--- src/rtl/hex_step_counter_pkg.sv ---
// Shared definitions for the hex step counter and the 7-segment decoder
// that displays its digit.
package hex_step_counter_pkg;

   localparam int unsigned HEX_W         = 4;
   localparam int unsigned DIV_DEF       = 12_000_000;
   localparam int unsigned DIV_W_DEF     = 24;
   localparam int unsigned DB_CYCLES_DEF = 120_000;
   localparam int unsigned DB_W_DEF      = 17;

   typedef logic [HEX_W-1:0] hex_t;

   // Source of the step applied to the digit in a given cycle.
   typedef enum logic [1:0] {
      EV_NONE,
      EV_AUTO,
      EV_STEP
   } ev_src_e;

   // Active-high segments {g,f,e,d,c,b,a}, indexed by hex digit.
   localparam logic [6:0] SEG_LUT [16] = '{
      7'h3F, 7'h06, 7'h5B, 7'h4F,
      7'h66, 7'h6D, 7'h7D, 7'h07,
      7'h7F, 7'h6F, 7'h77, 7'h7C,
      7'h39, 7'h5E, 7'h79, 7'h71
   };

   function automatic hex_t hex_step(input hex_t v, input logic up);
      return up ? v + hex_t'(1) : v - hex_t'(1);
   endfunction

   function automatic logic hex_wraps(input hex_t v, input logic up);
      return up ? (v == '1) : (v == '0);
   endfunction

endpackage

--- src/rtl/hex_step_counter_debounce.sv ---
// Button conditioning: 2-flop synchroniser, stability counter and a
// registered one-cycle pulse on each accepted press.
module button_debounce
   import hex_step_counter_pkg::*;
#(
   parameter int unsigned DB_CYCLES = DB_CYCLES_DEF,
   parameter int unsigned DB_W      = DB_W_DEF
) (
   input  logic clk,
   input  logic rst_n,
   input  logic btn_raw,
   output logic btn_level,
   output logic btn_rise
);

   localparam logic [DB_W-1:0] CNT_LAST = DB_W'(DB_CYCLES - 1);

   logic            sync1_q;
   logic            sync2_q;
   logic            level_q;
   logic            level_d;
   logic            rise_q;
   logic            rise_d;
   logic [DB_W-1:0] cnt_q;
   logic [DB_W-1:0] cnt_d;

   // Any sample agreeing with the level restarts qualification.
   always_comb begin
      level_d = level_q;
      rise_d  = 1'b0;
      cnt_d   = '0;
      if (sync2_q != level_q) begin
         if (cnt_q == CNT_LAST) begin
            level_d = sync2_q;
            rise_d  = sync2_q;
         end else begin
            cnt_d = cnt_q + 1'b1;
         end
      end
   end

   always_ff @(posedge clk or negedge rst_n) begin
      if (!rst_n) begin
         sync1_q <= 1'b0;
         sync2_q <= 1'b0;
         level_q <= 1'b0;
         rise_q  <= 1'b0;
         cnt_q   <= '0;
      end else begin
         sync1_q <= btn_raw;
         sync2_q <= sync1_q;
         level_q <= level_d;
         rise_q  <= rise_d;
         cnt_q   <= cnt_d;
      end
   end

   assign btn_level = level_q;
   assign btn_rise  = rise_q;

endmodule

--- src/rtl/hex_step_counter.sv ---
// Hex digit source for the 7-segment display: prescaled auto-step or
// debounced single-step, with synchronous clear.
module hex_step_counter
   import hex_step_counter_pkg::*;
#(
   parameter int unsigned DIV       = DIV_DEF,
   parameter int unsigned DIV_W     = DIV_W_DEF,
   parameter int unsigned DB_CYCLES = DB_CYCLES_DEF,
   parameter int unsigned DB_W      = DB_W_DEF
) (
   input  logic             clk,
   input  logic             rst_n,
   input  logic             run,
   input  logic             up,
   input  logic             clr,
   input  logic             step_btn,
   output logic [HEX_W-1:0] count,
   output logic             tick,
   output logic             carry
);

   localparam logic [DIV_W-1:0] DIV_LAST = DIV_W'(DIV - 1);

   logic             btn_level;
   logic             btn_rise;
   logic [DIV_W-1:0] div_q;
   logic [DIV_W-1:0] div_d;
   logic             div_wrap;
   logic             auto_ev;
   logic             step_ev;
   ev_src_e          ev_src;
   hex_t             count_q;
   hex_t             count_d;
   logic             tick_q;
   logic             tick_d;
   logic             carry_q;
   logic             carry_d;

   button_debounce #(
      .DB_CYCLES (DB_CYCLES),
      .DB_W      (DB_W)
   ) u_debounce (
      .clk       (clk),
      .rst_n     (rst_n),
      .btn_raw   (step_btn),
      .btn_level (btn_level),
      .btn_rise  (btn_rise)
   );

   assign div_wrap = (div_q == DIV_LAST);
   assign auto_ev  = run & div_wrap;
   // Presses while running are dropped, never queued.
   assign step_ev  = btn_rise & btn_level & ~run;

   always_comb begin
      div_d = div_q + 1'b1;
      if (clr || !run || div_wrap) begin
         div_d = '0;
      end
   end

   always_comb begin
      ev_src = EV_NONE;
      unique case (1'b1)
         auto_ev: ev_src = EV_AUTO;
         step_ev: ev_src = EV_STEP;
         default: ev_src = EV_NONE;
      endcase
   end

   always_comb begin
      count_d = count_q;
      tick_d  = 1'b0;
      carry_d = 1'b0;
      if (!clr && ev_src != EV_NONE) begin
         count_d = hex_step(count_q, up);
         tick_d  = 1'b1;
         carry_d = hex_wraps(count_q, up);
      end else if (clr) begin
         count_d = '0;
      end
   end

   always_ff @(posedge clk or negedge rst_n) begin
      if (!rst_n) begin
         div_q   <= '0;
         count_q <= '0;
         tick_q  <= 1'b0;
         carry_q <= 1'b0;
      end else begin
         div_q   <= div_d;
         count_q <= count_d;
         tick_q  <= tick_d;
         carry_q <= carry_d;
      end
   end

   assign count = count_q;
   assign tick  = tick_q;
   assign carry = carry_q;

endmodule

--- config.mk ---
export PLATFORM = sky130hd
export DESIGN_NAME = hex_step_counter
export DESIGN_NICKNAME = d
export VERILOG_FILES = /design/src/rtl/hex_step_counter_pkg.sv /design/src/rtl/hex_step_counter_debounce.sv /design/src/rtl/hex_step_counter.sv
export SDC_FILE = /design/constraint.sdc
export NUM_CORES = 1
export LEC_CHECK = 0
export CAP_MARGIN = 30
export CORE_UTILIZATION = 60
export CTS_CLUSTER_DIAMETER = 40
export DETAILED_ROUTE_END_ITERATION = 7
export MAX_ROUTING_LAYER = met4
export PLACE_DENSITY = 0.79
export SLEW_MARGIN = 25
export SYNTH_ARGS = -nofsm -noshare
export SYNTH_HDL_FRONTEND = slang
export SYNTH_SLANG_ARGS = --single-unit
--- constraint.sdc ---
create_clock -name clk -period 2.2 [get_ports clk]
set_input_delay 0.22 -clock clk [delete_from_list [all_inputs] [get_ports clk]]
set_output_delay 0.22 -clock clk [all_outputs]
set_load 0.1 [all_outputs]
# Word level (Yosys, flattened, before mapping)
# Index checks and enable logic that the tools add are counted.
# Widths: inputs -> output; s select.
dict set report word_totals {
  regBits 51
  output_inout_bits 6
}
dict set report classes {
  n_reduce_logical 9
  n_mux 12
  addsub 4
  bitwise 4
  eq_ne 4
}
# cell n
set ops {}
lappend ops {{$mux 17} 2}
lappend ops {{$add 24x1->24 const B} 1}
lappend ops {{$eq 24x24->1 const B} 1}
lappend ops {{$mux 24} 1}
lappend ops {{$add 17x1->17 const B} 1}
lappend ops {{$eq 17x17->1 const B} 1}
lappend ops {{$mux 4} 3}
lappend ops {{$mux 1} 5}
lappend ops {{$add 4x1->4 const B} 1}
lappend ops {{$eq 4x4->1 const B} 1}
lappend ops {{$logic_not 4->1} 1}
lappend ops {{$pmux 2 s2} 1}
lappend ops {{$reduce_bool 2->1} 2}
lappend ops {{$sub 4x1->4 const B} 1}
lappend ops {{$and 1x1->1} 3}
lappend ops {{$logic_not 1->1} 2}
lappend ops {{$logic_or 1x1->1} 2}
lappend ops {{$reduce_and 2->1} 1}
lappend ops {{$logic_and 1x1->1} 1}
lappend ops {{$ne 1x1->1} 1}
lappend ops {{$not 1->1} 1}

# Depth between registers and ports, before layout
dict set report logic_depth {
  word_depth 6
  depth_mapped 7
}

# Hierarchy
# From an unflattened synthesis, not the netlist that was laid out.
dict set report unflattened {
  cells_unflattened 278
  hier_area_um2 2716.4
}
# mod area_per_inst_um2 cells_per_inst seq_area_each_um2 n_inst
set by_module_without_submodules {}
lappend by_module_without_submodules {hex_step_counter 1724.2 185 750.7 1}
lappend by_module_without_submodules {button_debounce 992.2 93 525.5 1}

# Worst setup path after synthesis
# No wires, ideal clock.
dict set report synth_timing {
  path_type {reg-to-reg}
  startpoint {register count_q[0] (netlist: count[0])}
  endpoint {register count_q[2] (netlist: count[2])}
  setup_time_ns 0.125
  setup_slack_ns 0.042
  stages_incl_launch_ff 6
  period_less_slack_ns 2.158
  t_arrival_ns 2.033
  path_buffers 0
  cell_sequence {dfrtp_1 > inv_1 > fa_1 > xor2_1 > nor2_1 > mux2_2}
}
dict set report synth_between {
  elab_chain_cells 3
}
# element line
set synth_lines {}
lappend synth_lines {{from (decl)} hex_step_counter.sv:32} ;# hex_t count_q;
lappend synth_lines {{from (signal assigned)} hex_step_counter.sv:92} ;# count_q <= count_d;
lappend synth_lines {{$sub 4x1->4 / $add 4x1->4 (equally long branches)} hex_step_counter_pkg.sv:29} ;# return up ? v + hex_t'(1) : v - hex_t'(1);
lappend synth_lines {{$mux 4 (*)} hex_step_counter_pkg.sv:29}
lappend synth_lines {{$mux 4 (*)} hex_step_counter.sv:75} ;# if (!clr && ev_src != EV_NONE) begin
# Every way passes the cells marked *; elsewhere a longest branch is shown, timed or not.
# A chain may end at the register's enable or synchronous reset.

# Worst setup path after layout
dict set report layout_timing {
  startpoint {register div_q[8]}
  endpoint {register div_q[17]}
}
dict set report layout_between {
  elab_chain_cells 3
}
# element line
set layout_lines {}
lappend layout_lines {{from (decl)} hex_step_counter.sv:26} ;# logic [DIV_W-1:0] div_q;
lappend layout_lines {{from (signal assigned)} hex_step_counter.sv:91} ;# div_q <= div_d;
lappend layout_lines {{parallel branches: the longest is 2 deep, another holds $add 24x1->24} -}
lappend layout_lines {{$mux 24 (*)} hex_step_counter.sv:57} ;# if (clr || !run || div_wrap) begin
lappend layout_lines {{net div_d[17]} hex_step_counter.sv:27} ;# logic [DIV_W-1:0] div_d;
# Mark *: on every way through the listed nets, which the timed path passes.

==> results_dict.tcl <==
set metrics [dict create \
    hp-start "step_btn" \
    setup.worst_path.start "div_q[8]" \
    place_area_um2 2860 \
    track_usage 0.249 \
    crit_path_end_kind "flop" \
    area_delta_synth_final_pct 12.1 \
    synth_edf_count 0 \
    fp.dieH_um 68.9 \
    fill_cells 315 \
    cts_hold_buf 1 \
    total_power_mw 1.80 \
    cts_sinks 51 \
    status "finished, final reports clean" \
    synthAdderAreaFrac 0.0261 \
    hp-class "in2reg" \
    vdd_drop_max_mv 0.481 \
    period_minus_slack_ns 2.00 \
    ant_nets 0 \
    dieArea_um2 4740 \
    synth_top_flop_cell "dfrtp_1" \
    worstSkewPairLatency_ns 0.31 \
    numCtsBuffers 5 \
    rows 23 \
    worst_slack_ns 0.195 \
    wl_per_cell_um 14.6 \
    synth-simple-area-share 0.291 \
    path_clk_slew_ns 0.10 \
    cts_max_level 2 \
    crit_type "reg2reg" \
    critPathLaunchType "flop" \
    vias 2069 \
    final_cells 347 \
    ff_latch_area_um2 1280 \
    slew_headroom 0.656 \
    cts_tree "built" \
    min_to "u_debounce.sync1_q" \
    synth_area_leaders "dfrtp_1 48%, nor2_1 5.6%, xnor2_1 4.9%" \
    power_leakage_nw 1.20 \
    worstHoldPathCells 1 \
    avgViaCountPerCell 5.96 \
    drtIter0Drc 95 \
    crit_fanout 16 \
    grt_pass1_wl_um 8420 \
    seq_area_frac_synth 0.476 \
    yosys.cell_count.top_type "dfrtp_1" \
    async_flop_share 1.00 \
    gr-total-overflow 0 \
    synth_top_area_share 0.476 \
    fin_setup_tns_ns 0 \
    cts_root_buf "clkbuf_8" \
    drc 0 \
    fin_area_um2 3010 \
    timing.fmax_mhz 499 \
    powerDensity_nw_per_um2 600 \
    n_antenna_cell 0 \
    core_um2 4140 \
    gp_congestion 0.890 \
    start_util 0.648 \
    slew_viol_final 0 \
    synthXorXnorAreaFrac 0.0848 \
    grt_start_max_net_pins 31 \
    critPathArrivalTime_ns 2.19 \
    avgSynthCellArea_um2 9.65 \
    postSynthNetCount 289 \
    rr_endpoint "div_q[17]" \
    hold_viol 0 \
    syn_inst 278 \
    synth.distinct_cells 43 \
    dpl_worst_slack_ns 0.222 \
    worstPathRequired_ns 2.39 \
    r2r-start "div_q[8]" \
    detailed_place_hpwl_um 3570 \
    muxShareOfSynthArea 0.0168 \
    syn-cell-area_um2 2680 \
    dr.pass1.iters 4 \
    grt_pass1_vias 1934 \
    whs_ns 0.333 \
    grt_setup_unrepaired "false" \
    antenna_found_initial 0 \
    cts_max_path_buffers 2 \
    synth_commonest_cells "51 x dfrtp_1, 40 x nor2_1, 18 x nand3_1, 16 x a21oi_1, 16 x nand2_1" \
    cts_resized 0 \
    skew_ns 0.0109 \
    drv_cap 0 \
    portBuffers 11 \
    die_x_um 68.9 \
    ys_seq_elements 51 \
    multi_input_area_um2 1340 \
    ff2ff_setup_slack_ns 0.20 \
    worst-slew-pin-transition_ns 0.516 \
    synth_top_area_cell "dfrtp_1" \
    wl_um 5050 \
    setup_violations 0 \
    synth_compound_area_frac 0.0783 \
    fin_crit_sh 0.911 \
    ys_warn_count 0 \
    r2r_cells 5 \
    synth_top_family_by_area "simple AND/OR/NAND/NOR gates" \
    io_pins 12 \
    cts_setup_buffers 0 \
    nets 307 \
    final_layout_size_suffix_gt1_frac 0.114 \
    dp_cells 338 \
    finalCoreUtilization 0.726 \
]
-- worst max-delay path by stage --
stage,endpoint,depth (start not counted)
6_report,div_q[17],5
5_1_grt,div_q[22],5
4_1_cts,div_q[17],5
3_5_place_dp,div_q[17],5
3_3_place_gp,count[1],4
2_1_floorplan,count[2],5
-- routing by layer --
| metal | up-vias | track usage | part of all wire |
|---|---|---|---|
| li1 | 1041 | - | - |
| met3 | 5 | 0.0543 | 0.030 |
| met5 | - | - | 0 |
| met4 | 0 | 0.0842 | 0.014 |
| met2 | 26 | 0.397 | 0.47 |
| met1 | 997 | 0.315 | 0.49 |
-- layout by cell type, fill, tap and decap left out, types with 5 or more instances in the layout --
cell and instances:
a21oi_1 16, and4_1 5, buf_4 12, clkbuf_8 5, dfrtp_1 51, inv_1 9, nand2_1 16, nand3_1 18
nand4_1 14, nor2_1 40, nor3_1 8, nor4_1 5, o21ai_0 8, or3_1 7, or4_1 5, xnor2_1 15
xor2_1 11
-- final cells by class --
type                    count  area share
clock inverters             3      0.0225
clock buffers               5      0.0229
well taps                  50      0.0208
repair buffers             19      0.0549
flip-flops and latches     51       0.424
inverters                   9      0.0112
multi-input cells         210       0.444
-- critical path, stage by stage, from the launching register on --
cell and delay (ns):
dfrtp_1 0.46, or4b_1 0.55, nor4_2 0.31, a311o_1 0.26, buf_4 0.22, a21oi_1 0.07
-- cells by family after synthesis --
logic type	after synthesis
and+or+nand+nor	140
muxes	4
xor gates and xnor gates	26
buffers and inverters	17
DFF	51
AOI/OAI and AO/OA	35
adders and majority gates	5
-- report_power, final --
group          leakage [nW]  switching, mW  total [mW]  internal [mW]
sequential            0.705        0.00731       0.952          0.945
combinational         0.428         0.0516      0.0832         0.0316
clock                0.0644          0.316       0.769          0.453
-- state kept, by name (all words and copies together), names as in the netlist --
name and count:
div_q 24, u_debounce.cnt_q 17, count 4, carry 1
tick 1, u_debounce.btn_level 1, u_debounce.btn_rise 1, u_debounce.sync1_q 1
u_debounce.sync2_q 1
(Power assumes the default switching activity.)
